===== src/rtl/i2s_pkg.sv =====
// Shared I2S types and constants for the receive and transmit audio paths.
// Definitions only: no logic, no latency, no flow control.
package i2s_pkg;

    localparam int I2S_DATA_BIT = 16;

    typedef enum logic {
        RX_UNLOCKED = 1'b0,
        RX_LOCKED   = 1'b1
    } rx_state_t;

    typedef enum logic {
        CH_LEFT  = 1'b0,
        CH_RIGHT = 1'b1
    } ch_t;

    // Rising edges without a word-select change before the receiver gives up lock.
    function automatic int stall_edges(input int data_bit);
        return 2 * data_bit + 2;
    endfunction

endpackage


===== src/rtl/sync_edge_det.sv =====
// Multi-flop synchronizer for one asynchronous pin, with edge pulses from the synchronized level.
// level lags the pin by SYNC_STAGES cycles; rise/fall are one-cycle pulses, no backpressure.
module sync_edge_det #(
    parameter int SYNC_STAGES = 2
) (
    input  logic clk,
    input  logic rst_n,
    input  logic pin,
    output logic level,
    output logic rise,
    output logic fall
);

    logic [SYNC_STAGES-1:0] chain;
    logic                   prev;

    always_ff @(posedge clk or negedge rst_n) begin
        if (!rst_n) begin
            chain <= '0;
            prev  <= 1'b0;
        end else begin
            chain <= {chain[SYNC_STAGES-2:0], pin};
            prev  <= chain[SYNC_STAGES-1];
        end
    end

    assign level = chain[SYNC_STAGES-1];
    assign rise  = level & ~prev;
    assign fall  = ~level & prev;

endmodule


===== src/rtl/i2s_rx.sv =====
// Philips I2S receiver: synchronizes async pins, deserializes MSB-first L/R words, strobes complete pairs.
// Latency SYNC_STAGES clk_12_288 cycles from the LSB's sclk rise; no backpressure, valid/frame_err are one-cycle strobes.
module i2s_rx
    import i2s_pkg::*;
#(
    parameter int DATA_BIT    = I2S_DATA_BIT,
    parameter int SYNC_STAGES = 2
) (
    input  logic                clk_12_288,
    input  logic                reset_n,
    input  logic                sclk_in,
    input  logic                lrclk_in,
    input  logic                sd_in,
    output logic [DATA_BIT-1:0] audio_l,
    output logic [DATA_BIT-1:0] audio_r,
    output logic                valid,
    output logic                frame_err
);

    localparam int CNT_W = $clog2(DATA_BIT + 2);
    localparam int RUN_W = $clog2(stall_edges(DATA_BIT) + 1);
    localparam logic [CNT_W-1:0] BIT_SAT  = CNT_W'(DATA_BIT + 1);
    localparam logic [CNT_W-1:0] BIT_FULL = CNT_W'(DATA_BIT);
    localparam logic [CNT_W-1:0] BIT_LAST = CNT_W'(DATA_BIT - 1);
    localparam logic [RUN_W-1:0] RUN_LAST = RUN_W'(stall_edges(DATA_BIT) - 1);

    logic sclk_level, sclk_rise, sclk_fall;
    logic ws, ws_rise, ws_fall;
    logic sd, sd_rise, sd_fall;

    sync_edge_det #(.SYNC_STAGES(SYNC_STAGES)) u_sync_sclk (
        .clk(clk_12_288), .rst_n(reset_n), .pin(sclk_in),
        .level(sclk_level), .rise(sclk_rise), .fall(sclk_fall)
    );
    sync_edge_det #(.SYNC_STAGES(SYNC_STAGES)) u_sync_ws (
        .clk(clk_12_288), .rst_n(reset_n), .pin(lrclk_in),
        .level(ws), .rise(ws_rise), .fall(ws_fall)
    );
    sync_edge_det #(.SYNC_STAGES(SYNC_STAGES)) u_sync_sd (
        .clk(clk_12_288), .rst_n(reset_n), .pin(sd_in),
        .level(sd), .rise(sd_rise), .fall(sd_fall)
    );

    logic unused_edges;
    assign unused_edges = &{1'b0, sclk_level, sclk_fall, ws_rise, ws_fall, sd_rise, sd_fall};

    rx_state_t           state;
    logic                ws_prev;
    logic [CNT_W-1:0]    bit_cnt;
    logic [RUN_W-1:0]    run_cnt;
    logic [DATA_BIT-1:0] shreg;
    logic [DATA_BIT-1:0] hold_l;
    logic                l_ok;
    logic [DATA_BIT-1:0] word;
    logic                slot_good;

    // Bits beyond DATA_BIT are truncated: the shifter freezes once full.
    always_comb begin
        word = shreg;
        if (bit_cnt < BIT_FULL) begin
            word = {shreg[DATA_BIT-2:0], sd};
        end
    end

    // Final slot length is bit_cnt + 1 including the LSB on the ws-change edge.
    assign slot_good = (bit_cnt >= BIT_LAST);

    always_ff @(posedge clk_12_288 or negedge reset_n) begin
        if (!reset_n) begin
            state     <= RX_UNLOCKED;
            ws_prev   <= 1'b0;
            bit_cnt   <= '0;
            run_cnt   <= '0;
            shreg     <= '0;
            hold_l    <= '0;
            l_ok      <= 1'b0;
            audio_l   <= '0;
            audio_r   <= '0;
            valid     <= 1'b0;
            frame_err <= 1'b0;
        end else begin
            valid     <= 1'b0;
            frame_err <= 1'b0;
            if (sclk_rise) begin
                case (state)
                    RX_UNLOCKED: begin
                        if (ws != ws_prev) begin
                            state   <= RX_LOCKED;
                            ws_prev <= ws;
                            bit_cnt <= '0;
                            run_cnt <= '0;
                            shreg   <= '0;
                        end
                    end
                    RX_LOCKED: begin
                        if (ws == ws_prev) begin
                            shreg <= word;
                            if (bit_cnt != BIT_SAT) begin
                                bit_cnt <= bit_cnt + 1'b1;
                            end
                            // Word select stuck: drop lock and wait for a fresh transition.
                            if (bit_cnt == BIT_SAT && run_cnt == RUN_LAST) begin
                                state   <= RX_UNLOCKED;
                                l_ok    <= 1'b0;
                                run_cnt <= '0;
                            end else begin
                                run_cnt <= run_cnt + 1'b1;
                            end
                        end else begin
                            if (!slot_good) begin
                                frame_err <= 1'b1;
                                l_ok      <= 1'b0;
                            end else if (ws_prev == CH_LEFT) begin
                                hold_l <= word;
                                l_ok   <= 1'b1;
                            end else begin
                                if (l_ok) begin
                                    audio_l <= hold_l;
                                    audio_r <= word;
                                    valid   <= 1'b1;
                                end
                                l_ok <= 1'b0;
                            end
                            bit_cnt <= '0;
                            run_cnt <= '0;
                            shreg   <= '0;
                            ws_prev <= ws;
                        end
                    end
                endcase
            end
        end
    end

endmodule


===== config.mk =====
export PLATFORM = sky130hd
export DESIGN_NAME = i2s_rx
export DESIGN_NICKNAME = d
export VERILOG_FILES = /design/src/rtl/i2s_pkg.sv /design/src/rtl/sync_edge_det.sv /design/src/rtl/i2s_rx.sv
export SDC_FILE = /design/constraint.sdc
export NUM_CORES = 1
export LEC_CHECK = 0
export CAP_MARGIN = 20
export CORE_MARGIN = 4
export CORE_UTILIZATION = 60
export CTS_CLUSTER_DIAMETER = 40
export DETAILED_ROUTE_END_ITERATION = 10
export GPL_TIMING_DRIVEN = 0
export PLACE_DENSITY = 0.92
export SLEW_MARGIN = 30
export SYNTH_ARGS = -nofsm -noshare
export SYNTH_HDL_FRONTEND = slang
export SYNTH_SLANG_ARGS = --single-unit

===== constraint.sdc =====
create_clock -name clk_12_288 -period 4.49 [get_ports clk_12_288]
set_input_delay 0.6735 -clock clk_12_288 [delete_from_list [all_inputs] [get_ports clk_12_288]]
set_output_delay 0.6735 -clock clk_12_288 [all_outputs]
set_load 0.02 [all_outputs]

==> results of run 1 <==
-- power by group --
group / leakage [uW] / internal (uW) / total [uW] / switching, uW
Clock: 0.000101 / 278 / 560 / 282
Sequential: 0.00118 / 873 / 955 / 82.2
Combinational: 0.000702 / 126 / 295 / 169
Total: 0.00198 / 1280 / 1810 / 534
-- metal layers --
layer	share of wire	up-vias
met5	0	-
met3	0.054	15
li1	-	1165
met4	0.020	0
met2	0.49	82
met1	0.44	1222
-- cell families (layout without fill, tap and decap cells) --
logic type / after synthesis / after routing
adders and majority gates: 6 / 6
xor gates and xnor gates: 1 / 1
DFF: 87 / 87
muxes: 35 / 35
AOI/OAI and AO/OA: 72 / 72
buffers and inverters: 23 / 78
and+or+nand+nor: 75 / 75
-- registers in the layout, indices dropped and copies added (netlist names), 2 cells and up --
register           count
bit_cnt                5
u_sync_sclk.chain      2
u_sync_ws.chain        2
audio_l               16
shreg                 16
run_cnt                6
audio_r               16
hold_l                16
u_sync_sd.chain        2
-- worst max-delay path, cell delays in order (launching register included) --
cell	delay (ns)
dfrtp_1	0.44
buf_2	0.33
buf_2	0.36
inv_1	0.10
ha_1	0.21
nor2_1	0.23
a211oi_2	0.16
buf_4	0.21
mux2_1	0.33
-- path summary, 6_finish.rpt --
path	from	endpoint	cells after the start
worst min-delay path	reset_n	audio_l[13]$_DFFE_PN0P_	1
max in group asynchronous	reset_n	run_cnt[0]$_DFFE_PN0P_	2
worst max-delay path	bit_cnt[4]$_DFFE_PN0P_	audio_l[9]$_DFFE_PN0P_	8
worst max register to register	bit_cnt[4]$_DFFE_PN0P_	audio_l[9]$_DFFE_PN0P_	8
min in group clk_12_288	u_sync_ws.chain[0]$_DFF_PN0_	u_sync_ws.chain[1]$_DFF_PN0_	0
worst min register to register	u_sync_ws.chain[0]$_DFF_PN0_	u_sync_ws.chain[1]$_DFF_PN0_	0
-- cells in the final DEF, fill, tap and decap left out, types with 2 or more instances in the layout --
cell | synthesis | final
inv_6 | 0 | 2
buf_2 | 11 | 11
inv_1 | 6 | 6
nand2_1 | 14 | 14
o21ai_1 | 3 | 3
a22o_1 | 18 | 18
a211o_1 | 2 | 2
nand2b_1 | 2 | 2
a21oi_1 | 34 | 34
mux2i_1 | 19 | 19
nand4_1 | 3 | 3
clkbuf_1 | 2 | 3
nor2_1 | 40 | 40
a211oi_2 | 2 | 2
o21ai_0 | 5 | 5
nor4_1 | 3 | 3
ha_1 | 6 | 6
mux2_2 | 10 | 10
nand4bb_1 | 2 | 2
clkdlybuf4s50_1 | 0 | 37
o22ai_1 | 3 | 3
dfrtp_1 | 87 | 87
nor3_1 | 2 | 2
nand3_1 | 3 | 3
buf_4 | 3 | 3
clkbuf_8 | 0 | 10
mux2_1 | 6 | 6
-- per-stage QoR --
stage	std cells	utilization	setup TNS, ns
6_report	426	0.760	0
5_1_grt	426	0.760	0
4_1_cts	426	0.760	0
3_5_place_dp	410	0.724	0
3_3_place_gp	409	0.719	-15.80
2_1_floorplan	299	-	0
-- cell type report --
type                    count  area [sq um]  share of cell area
flip-flops and latches     87          2180               0.508
multi-input cells         189          1300               0.302
repair buffers             39           409              0.0954
clock buffers              11           141              0.0330
well taps                  72          90.1              0.0210
plain buffers              16          85.1              0.0198
clock inverters             5          63.8              0.0149
inverters                   7          26.3             0.00613
==> summary.txt, run 1 <==
Fin crit period: 2.47 ns
Crit-path max FO: 10
Initial antenna violation count: 0
CTS sink cnt: 87
DRC viols: 0
Slew margin rel.: 0.609
Main flop type after synthesis: dfrtp_1
Async SR Flop Fraction: 1.00
Pre-Repair DR Iteration Count: 4
Endpoints failing hold: 0
Worst-Margin Slew: 0.582 ns
Synth Cell Area: 3580 sq um
Die footprint: 7280 sq um
CP required: 4.73 ns
Met2 Usage GRT: 0.348
GPL Wtd Cong: 0.827
Ys Warns: 0
Setup Viol. Count Final: 0
Largest family of logic cells by synthesized area: compound AO/OA/AOI/OAI gates
PwrDens: 422 nW/um^2
Total power: 1810 uW
Max Clk Rate: 0.404 GHz
Syn_area_per_cell: 12.0 sq um
Largest net degree at the start of global routing: 62
Area Growth Syn to Fin: 19.7%
Vias in the first global route: 2554
DP HPWL: 4910 um
Post-Syn Nets: 310
Post-route cell area: 4290 sq um
RSZ-0062 raised after global routing: false
CTS max path bufs: 2
Final-stage net count: 360
Routed len/inst: 16.7 um
Placed instance area: 4080 sq um
Post-route ant nets: 0
Post-synthesis xor/xnor area fraction: 0.00244
Final Slew Violations: 0
Global route overflow: 0
Top cell type's share of synthesized area: 0.607
Total of max-cap violations: 0
Hold/Removal Path Class: primary input to async pin
Reg2Reg Setup Slack: 2.02 ns
Row cnt: 27
Count leader, synth: dfrtp_1
Worst path arrival time: 2.72 ns
Clock H-tree levels: 3
Top cells by area, synth: dfrtp_1 61%, mux2i_1 5.3%, a21oi_1 4.7%, a22o_1 4.4%, nor2_1 4.2%
Number of flops mapped to enable cells by yosys: 0
Port Buffers: 38
Vias/cell: 5.83
Worst-Skew Late Latency: 0.36 ns
Top Ports: 39
Post-Route WL: 7140 um
Grt met1 use: 0.289
CTS Hold Bufs: 0
Final worst-path cycle share: 0.551
Mux share of post-synthesis cell area: 0.103
Status: finished clean
First-pass GRT wire length: 12400 um
Lkg Pwr: 0.00198 uW
Adder-Cell Fraction of Synth Area: 0.0209
GRT Total Usage: 0.218
FILL cells: 348
Starting DRC count in detailed routing: 169
Worst Skew: 0.0176 ns
Area leader, netlist: dfrtp_1
Unique masters post-synth: 37
Starting Density: 0.635
Layout cells sized above 1: 0.138
Ant diodes: 0
Via count: 2484
Startpoint Class: register
Setup CP Type: register to register
Setup WS post-layout: 2.02 ns
Simple-gate share of the synthesized area: 0.102
Post-synth top cells: 87 x dfrtp_1, 40 x nor2_1, 34 x a21oi_1, 19 x mux2i_1, 18 x a22o_1
Die X: 85.3 um
Max rail drop VDD: 282 uV
Met3 usage: 0.0369
CTS tree: done
CTS Root Buffer Type: clkbuf_8
GRT Max-Usage Layer: met2
DIE HEIGHT: 85.3 um
Register area share after synthesis: 0.607
Core Region: 5640 sq um
Worst-path clk slew: 0.10 ns
Cell count after synthesis: 299
Synth Area in Compound Gates: 0.133
CTS buffer count: 9
Seq cells post-synth: 87
CP Capture Type: register
WHS: 0.168 ns
Post-CTS Setup Inserts: 0
Setup WS pre-CTS: 2.02 ns
Post-CTS Resized: 0
No activity file was read; power rests on OpenSTA's default activity.
==> run 2: changes to the inputs <==
CORE_UTILIZATION = 56   (was 60)
PLACE_DENSITY = 0.87   (was 0.92)
clock period = 2.3 ns   (was 4.49 ns; I/O delays follow)
==> summary.txt, run 2 (synthesis results as in run 1) <==
Status: finished clean
CP endpoint: audio_l[0]$_DFFE_PN0P_
Starting DRC count in detailed routing: 133
Worst Skew: 0.0161 ns
Port Buffers: 38
Pre-Repair DR Iteration Count: 4
Clock H-tree levels: 3
R2r endpoint: audio_l[0]$_DFFE_PN0P_
Most frequent cells in the layout: 86 x dfrtp_1, 39 x nor2_1, 37 x clkdlybuf4s50_1
RSZ-0062 raised after global routing: false
Die X: 88.0 um
Setup Viol. Count Final: 0
Core Region: 6060 sq um
CTS Root Buffer Type: clkbuf_8
CTS buffer count: 9
Final core utilization: 0.713
Row cnt: 28
Via count: 2491
Post-Route WL: 7110 um
Starting Density: 0.591
R2R cell count: 6
Endpoints failing hold: 0
Fin crit period: 2.18 ns
Post-placement cell count: 413
Final Slew Violations: 0
Largest net degree at the start of global routing: 61
Vias/cell: 5.79
Routed len/inst: 16.5 um
CP Launch Point: ws_prev$_DFFE_PN0P_
DIE HEIGHT: 88.0 um
Most common cell after layout, fill and taps aside: dfrtp_1
Non-filler cells, final: 430
Startpoint Class: register
Reg2reg start: ws_prev$_DFFE_PN0P_
Multi-input gate area: 1310 sq um
Global route overflow: 0
GRT Total Usage: 0.212
Max Clk Rate: 0.458 GHz
CP required: 2.55 ns
Layout cells sized above 1: 0.149
Hold/Removal Path Class: register to register
Worst-path clk slew: 0.09 ns
Crit-path max FO: 10
Reg2Reg Setup Slack: 0.12 ns
Ant diodes: 0
CTS sink cnt: 87
GPL Wtd Cong: 0.874
Final worst-path cycle share: 0.949
Final-stage net count: 361
Die footprint: 7740 sq um
FILL cells: 426
Worst-Margin Slew: 0.603 ns
Post-CTS Setup Inserts: 0
Setup CP Type: register to register
DRC viols: 0
Lkg Pwr: 0.00198 uW
CTS max path bufs: 2
Total of max-cap violations: 0
CTS tree: done
Register area: 2180 sq um
Worst-Skew Late Latency: 0.37 ns
First-pass GRT wire length: 12500 um
Worst path arrival time: 2.43 ns
CP Capture Type: register
PwrDens: 799 nW/um^2
Area Growth Syn to Fin: 20.5%
Top Ports: 39
DP HPWL: 4830 um
Max rail drop VDD: 561 uV
Slew margin rel.: 0.596
Post-route ant nets: 0
Initial antenna violation count: 0
Vias in the first global route: 2622
[run 2: changes by cell type in the layout (fill, tap and decap cells not counted), sizes merged]
cell         change
bufinv           -1
dlygate4sd3      +1
clkinv           +1
clkinvlp         +1
buf              -1
[run 2: worst min-delay path by stage]
stage                                       from                            to  slack [ns]  cells after the start
floorplan                                reset_n        audio_l[0]$_DFFE_PN0P_        0.05                      0
global placement    u_sync_ws.chain[0]$_DFF_PN0_  u_sync_ws.chain[1]$_DFF_PN0_        0.33                      0
detailed placement                       reset_n        audio_l[1]$_DFFE_PN0P_        0.23                      1
CTS                 u_sync_ws.chain[0]$_DFF_PN0_  u_sync_ws.chain[1]$_DFF_PN0_        0.35                      0
global route        u_sync_ws.chain[0]$_DFF_PN0_  u_sync_ws.chain[1]$_DFF_PN0_        0.36                      0
finish              u_sync_ws.chain[0]$_DFF_PN0_  u_sync_ws.chain[1]$_DFF_PN0_        0.35                      0
[run 2: report_power, final]
| part | switching (uW) | internal, uW | leakage, uW | total, uW |
|---|---|---|---|---|
| Combinational | 335 | 253 | 0.000708 | 588 |
| Sequential | 156 | 1700 | 0.00118 | 1860 |
| Clock | 568 | 436 | 0.0000910 | 1000 |
| Total | 1060 | 2390 | 0.00198 | 3450 |
[run 2: area by class of cell]
type | count | share of cell area
clock inverters | 6 | 0.0122
well taps | 75 | 0.0217
inverters | 7 | 0.00608
plain buffers | 16 | 0.0232
repair buffers | 40 | 0.0970
multi-input cells | 189 | 0.304
flip-flops and latches | 87 | 0.504
clock buffers | 10 | 0.0319
[run 2: critical path, cell delays in order (launching register included)]
cell and delay, ns:
dfrtp_1 0.37, inv_1 0.07, ha_1 0.40, nand4bb_2 0.33, a211oi_4 0.35, buf_6 0.21, mux2_2 0.34
[run 2: repair_timing]
action                                  4_1_cts  5_1_grt
hold buffers                                  1        0
endpoints found under the hold margin        27        0
endpoints found under the setup margin       45       31
gates resized for setup                       2        7
[run 2: stage by stage]
step                power, uW  hold slack, ns  setup TNS (ns)  worst slack [ns]  cell area [sq um]
global route             3670           0.360               0            0.0146               4320
global placement         2410           0.333         -183.78             -2.10               4060
floorplan                2280          0.0494               0             0.170               3580
finish                   3450           0.351               0             0.116               4320
CTS                      3470           0.354               0            0.0307               4290
detailed placement       2460           0.228           -3.07            -0.154               4090
[run 2: routing by layer]
| metal | GRT usage | routed length (um) |
|---|---|---|
| met5 | 0 | 0 |
| met4 | 0.0962 | 127 |
| met3 | 0.0489 | 360 |
| met2 | 0.340 | 3480 |
| met1 | 0.276 | 3140 |
==> patch: new RTL, settings of run 1 <==
Register the output `audio_r` once more, cleared by the reset; this adds one clock of latency there. The other outputs are not delayed to match.
--- a/src/rtl/i2s_rx.sv
+++ b/src/rtl/i2s_rx.sv
@@ -23,6 +23,8 @@
     localparam logic [CNT_W-1:0] BIT_FULL = CNT_W'(DATA_BIT);
     localparam logic [CNT_W-1:0] BIT_LAST = CNT_W'(DATA_BIT - 1);
     localparam logic [RUN_W-1:0] RUN_LAST = RUN_W'(stall_edges(DATA_BIT) - 1);
+
+    logic [DATA_BIT-1:0] audio_r_s0;
 
     logic sclk_level, sclk_rise, sclk_fall;
     logic ws, ws_rise, ws_fall;
@@ -75,7 +77,7 @@
             hold_l    <= '0;
             l_ok      <= 1'b0;
             audio_l   <= '0;
-            audio_r   <= '0;
+            audio_r_s0 <= '0;
             valid     <= 1'b0;
             frame_err <= 1'b0;
         end else begin
@@ -116,7 +118,7 @@
                             end else begin
                                 if (l_ok) begin
                                     audio_l <= hold_l;
-                                    audio_r <= word;
+                                    audio_r_s0 <= word;
                                     valid   <= 1'b1;
                                 end
                                 l_ok <= 1'b0;
@@ -132,5 +134,13 @@
         end
     end
 
+    always_ff @(posedge clk_12_288 or negedge reset_n) begin
+        if (!reset_n) begin
+            audio_r <= '0;
+        end else begin
+            audio_r <= audio_r_s0;
+        end
+    end
+
 endmodule
 
Formal check against the unedited RTL: no difference found for any inputs over 10 cycles, from zero or initial values and one cycle with reset_n low; that may be too few to reach the edited logic, so the function may still have changed.
==> patch against run 1 <==
Die area up 9.2%; design area up 8.1%; sequential power up 15%; via count up 6.1%; area after synthesis up 10%; setup slack better by 0.11 ns; critical endpoint is now audio_l[3]; sequential cell count up 16; power up 5.1%; wire length up 3.6%; fmax up 4.5%; highest routed layer unchanged; largest cell class unchanged.
==> patch: results (changes against run 1) <==
antenna_cells: 0  # unchanged
cpPeakStageDelay_ns: 0.40  # -0.04 ns
yosysWarnings: 0  # unchanged
insertion_delay_ns: 0.35
synth-async-reset-ratio_pct: 100  # unchanged
leakage_nw: 2.17  # +9.8%
grt_first_pass_wirelength_mm: 12.0  # -3.0%
vias: 2635  # +6.1%
dp.cells: 432  # +5.4%
rrSetupSlack_ns: 2.12  # +0.11 ns
nNetsFinal: 377  # +4.7%
cts_resized: 0  # unchanged
drtIter0Drc: 217  # +28%
grt_max_degree: 68  # +9.7%
cts_buffers: 9  # unchanged
gp_congestion: 0.842  # +1.9%
wl_per_cell_um: 16.5  # -1.3%
ctsHtreeMaxLevel: 3  # unchanged
cts-root-buf: "clkbuf_8"
critPathArrivalTime_ns: 2.60  # -0.12 ns
port_buffers: 38  # unchanged
drt-total-wl_mm: 7.39  # +3.6%
antenna_found_initial: 0  # unchanged
grt_pass1_vias: 2520  # -1.3%
avgSynthCellArea_um2: 12.5  # +4.3%
place_hpwl_mm: 4.97  # +1.3%
tightest_slew_ns: 0.532  # -0.0495 ns
synthAdderAreaFrac_pct: 1.90  # -0.19 points
grtUsageTotal_pct: 20.1  # -1.7 points
cts.clk_slew.worst_paths_ns: 0.09
synth_xor_area_share_pct: 0.222  # -0.023 points
p_sw_share_pct: 29.5  # +0.056 points
synth.area.mux_share_pct: 8.87  # -1.5 points
ys_seq_area_share_pct: 65.2  # +4.5 points
ys_types: 37  # unchanged
ir_worst_vdd_mv: 0.281  # -0.12%
syn_nets: 327  # +5.5%
postCtsSetupBuffers: 0  # unchanged
ys_top_cells_by_count: "103 x dfrtp_1, 39 x nor2_1, 36 x a21oi_1"
synth.area.top_cells: "dfrtp_1 65%, a21oi_1 4.6%, mux2i_1 4.3%"
cp_max_fo: 10  # unchanged
hp-class: "in2async"
drt-pass1-iter-count: 4  # unchanged
fin_skew_ns: 0.0107  # -0.00692 ns
outcome: "finished, final reports clean"
clk_path_buf_depth: 2  # unchanged
cp_slowest_cell: "dfrtp_1"
drive_gt1_share_pct: 12.7  # -1.1 points
synth_compound_area_share_pct: 12.1  # -1.3 points
patch: layout make-up:
class | instances | area, um2
Buffer | 14 | 73.8
Clock buffer | 9 | 124
Clock inverter | 6 | 57.6
Fill cell | 396 | 1750
Inverter | 8 | 30.0
Multi-Input combinational cell | 191 | 1270
Sequential cell | 103 | 2580
Tap cell | 77 | 96.3
Timing Repair Buffer | 39 | 409
patch: per-layer routing:
| layer | track usage [%] | vias to the layer above | routed length (um) | share of wire (%) |
|---|---|---|---|---|
| li1 | - | 1211 | - | - |
| met4 | 8.66 | 0 | 114 | 1.5 |
| met2 | 31.2 | 77 | 3650 | 49 |
| met5 | 0 | - | 0 | 0 |
| met1 | 28.3 | 1338 | 3240 | 44 |
| met3 | 3.50 | 9 | 387 | 5.2 |
patch: path summary, 6_finish.rpt:
path	from	endpoint	cells after the start
hold reg to reg	u_sync_ws.chain[0]	u_sync_ws.chain[1]	0
setup reg to reg	bit_cnt[4]	audio_l[3]	8
max in group asynchronous	reset_n	audio_r_s0[10]	2
setup / recovery	bit_cnt[4]	audio_l[3]	8
hold / removal	reset_n	run_cnt[0]	1
min in group clk_12_288	u_sync_ws.chain[0]	u_sync_ws.chain[1]	0
patch: kinds of logic after synthesis:
logic type      Yosys count
buf+inv                  22
compound gates           74
simple gates             77
xor+xnor                  1
fa+ha+maj                 6
flops                   103
mux                      33
patch: worst max-delay path, delay by kind of cell, from the launching register on:
kind                     cells  cell delay (ns)
adder cells (fa/ha/maj)      1             0.21
multiplexers                 1             0.32
AO/OA/AOI/OAI                1             0.14
buffers and inverters        4             0.96
AND/OR/NAND/NOR              1             0.21
flip-flops                   1             0.40
patch: through the flow:
step,cell area (um2),hold WS [ns],setup WS [ns]
after floorplan,3950,0.331,2.42
after global routing,4640,0.203,1.95
after detailed placement,4460,0.336,2.13
after global placement,4430,0.333,-0.761
after CTS,4640,0.201,2.11
final,4640,0.200,2.12
patch: power by group through the flow:
stage,clock [mW],combinational [mW],sequential (mW)
floorplan,0,0.200,1.10
CTS,0.528,0.281,1.10
detailed placement,0,0.278,1.12
global route,0.575,0.317,1.12
finish,0.521,0.280,1.10
global placement,0,0.257,1.11
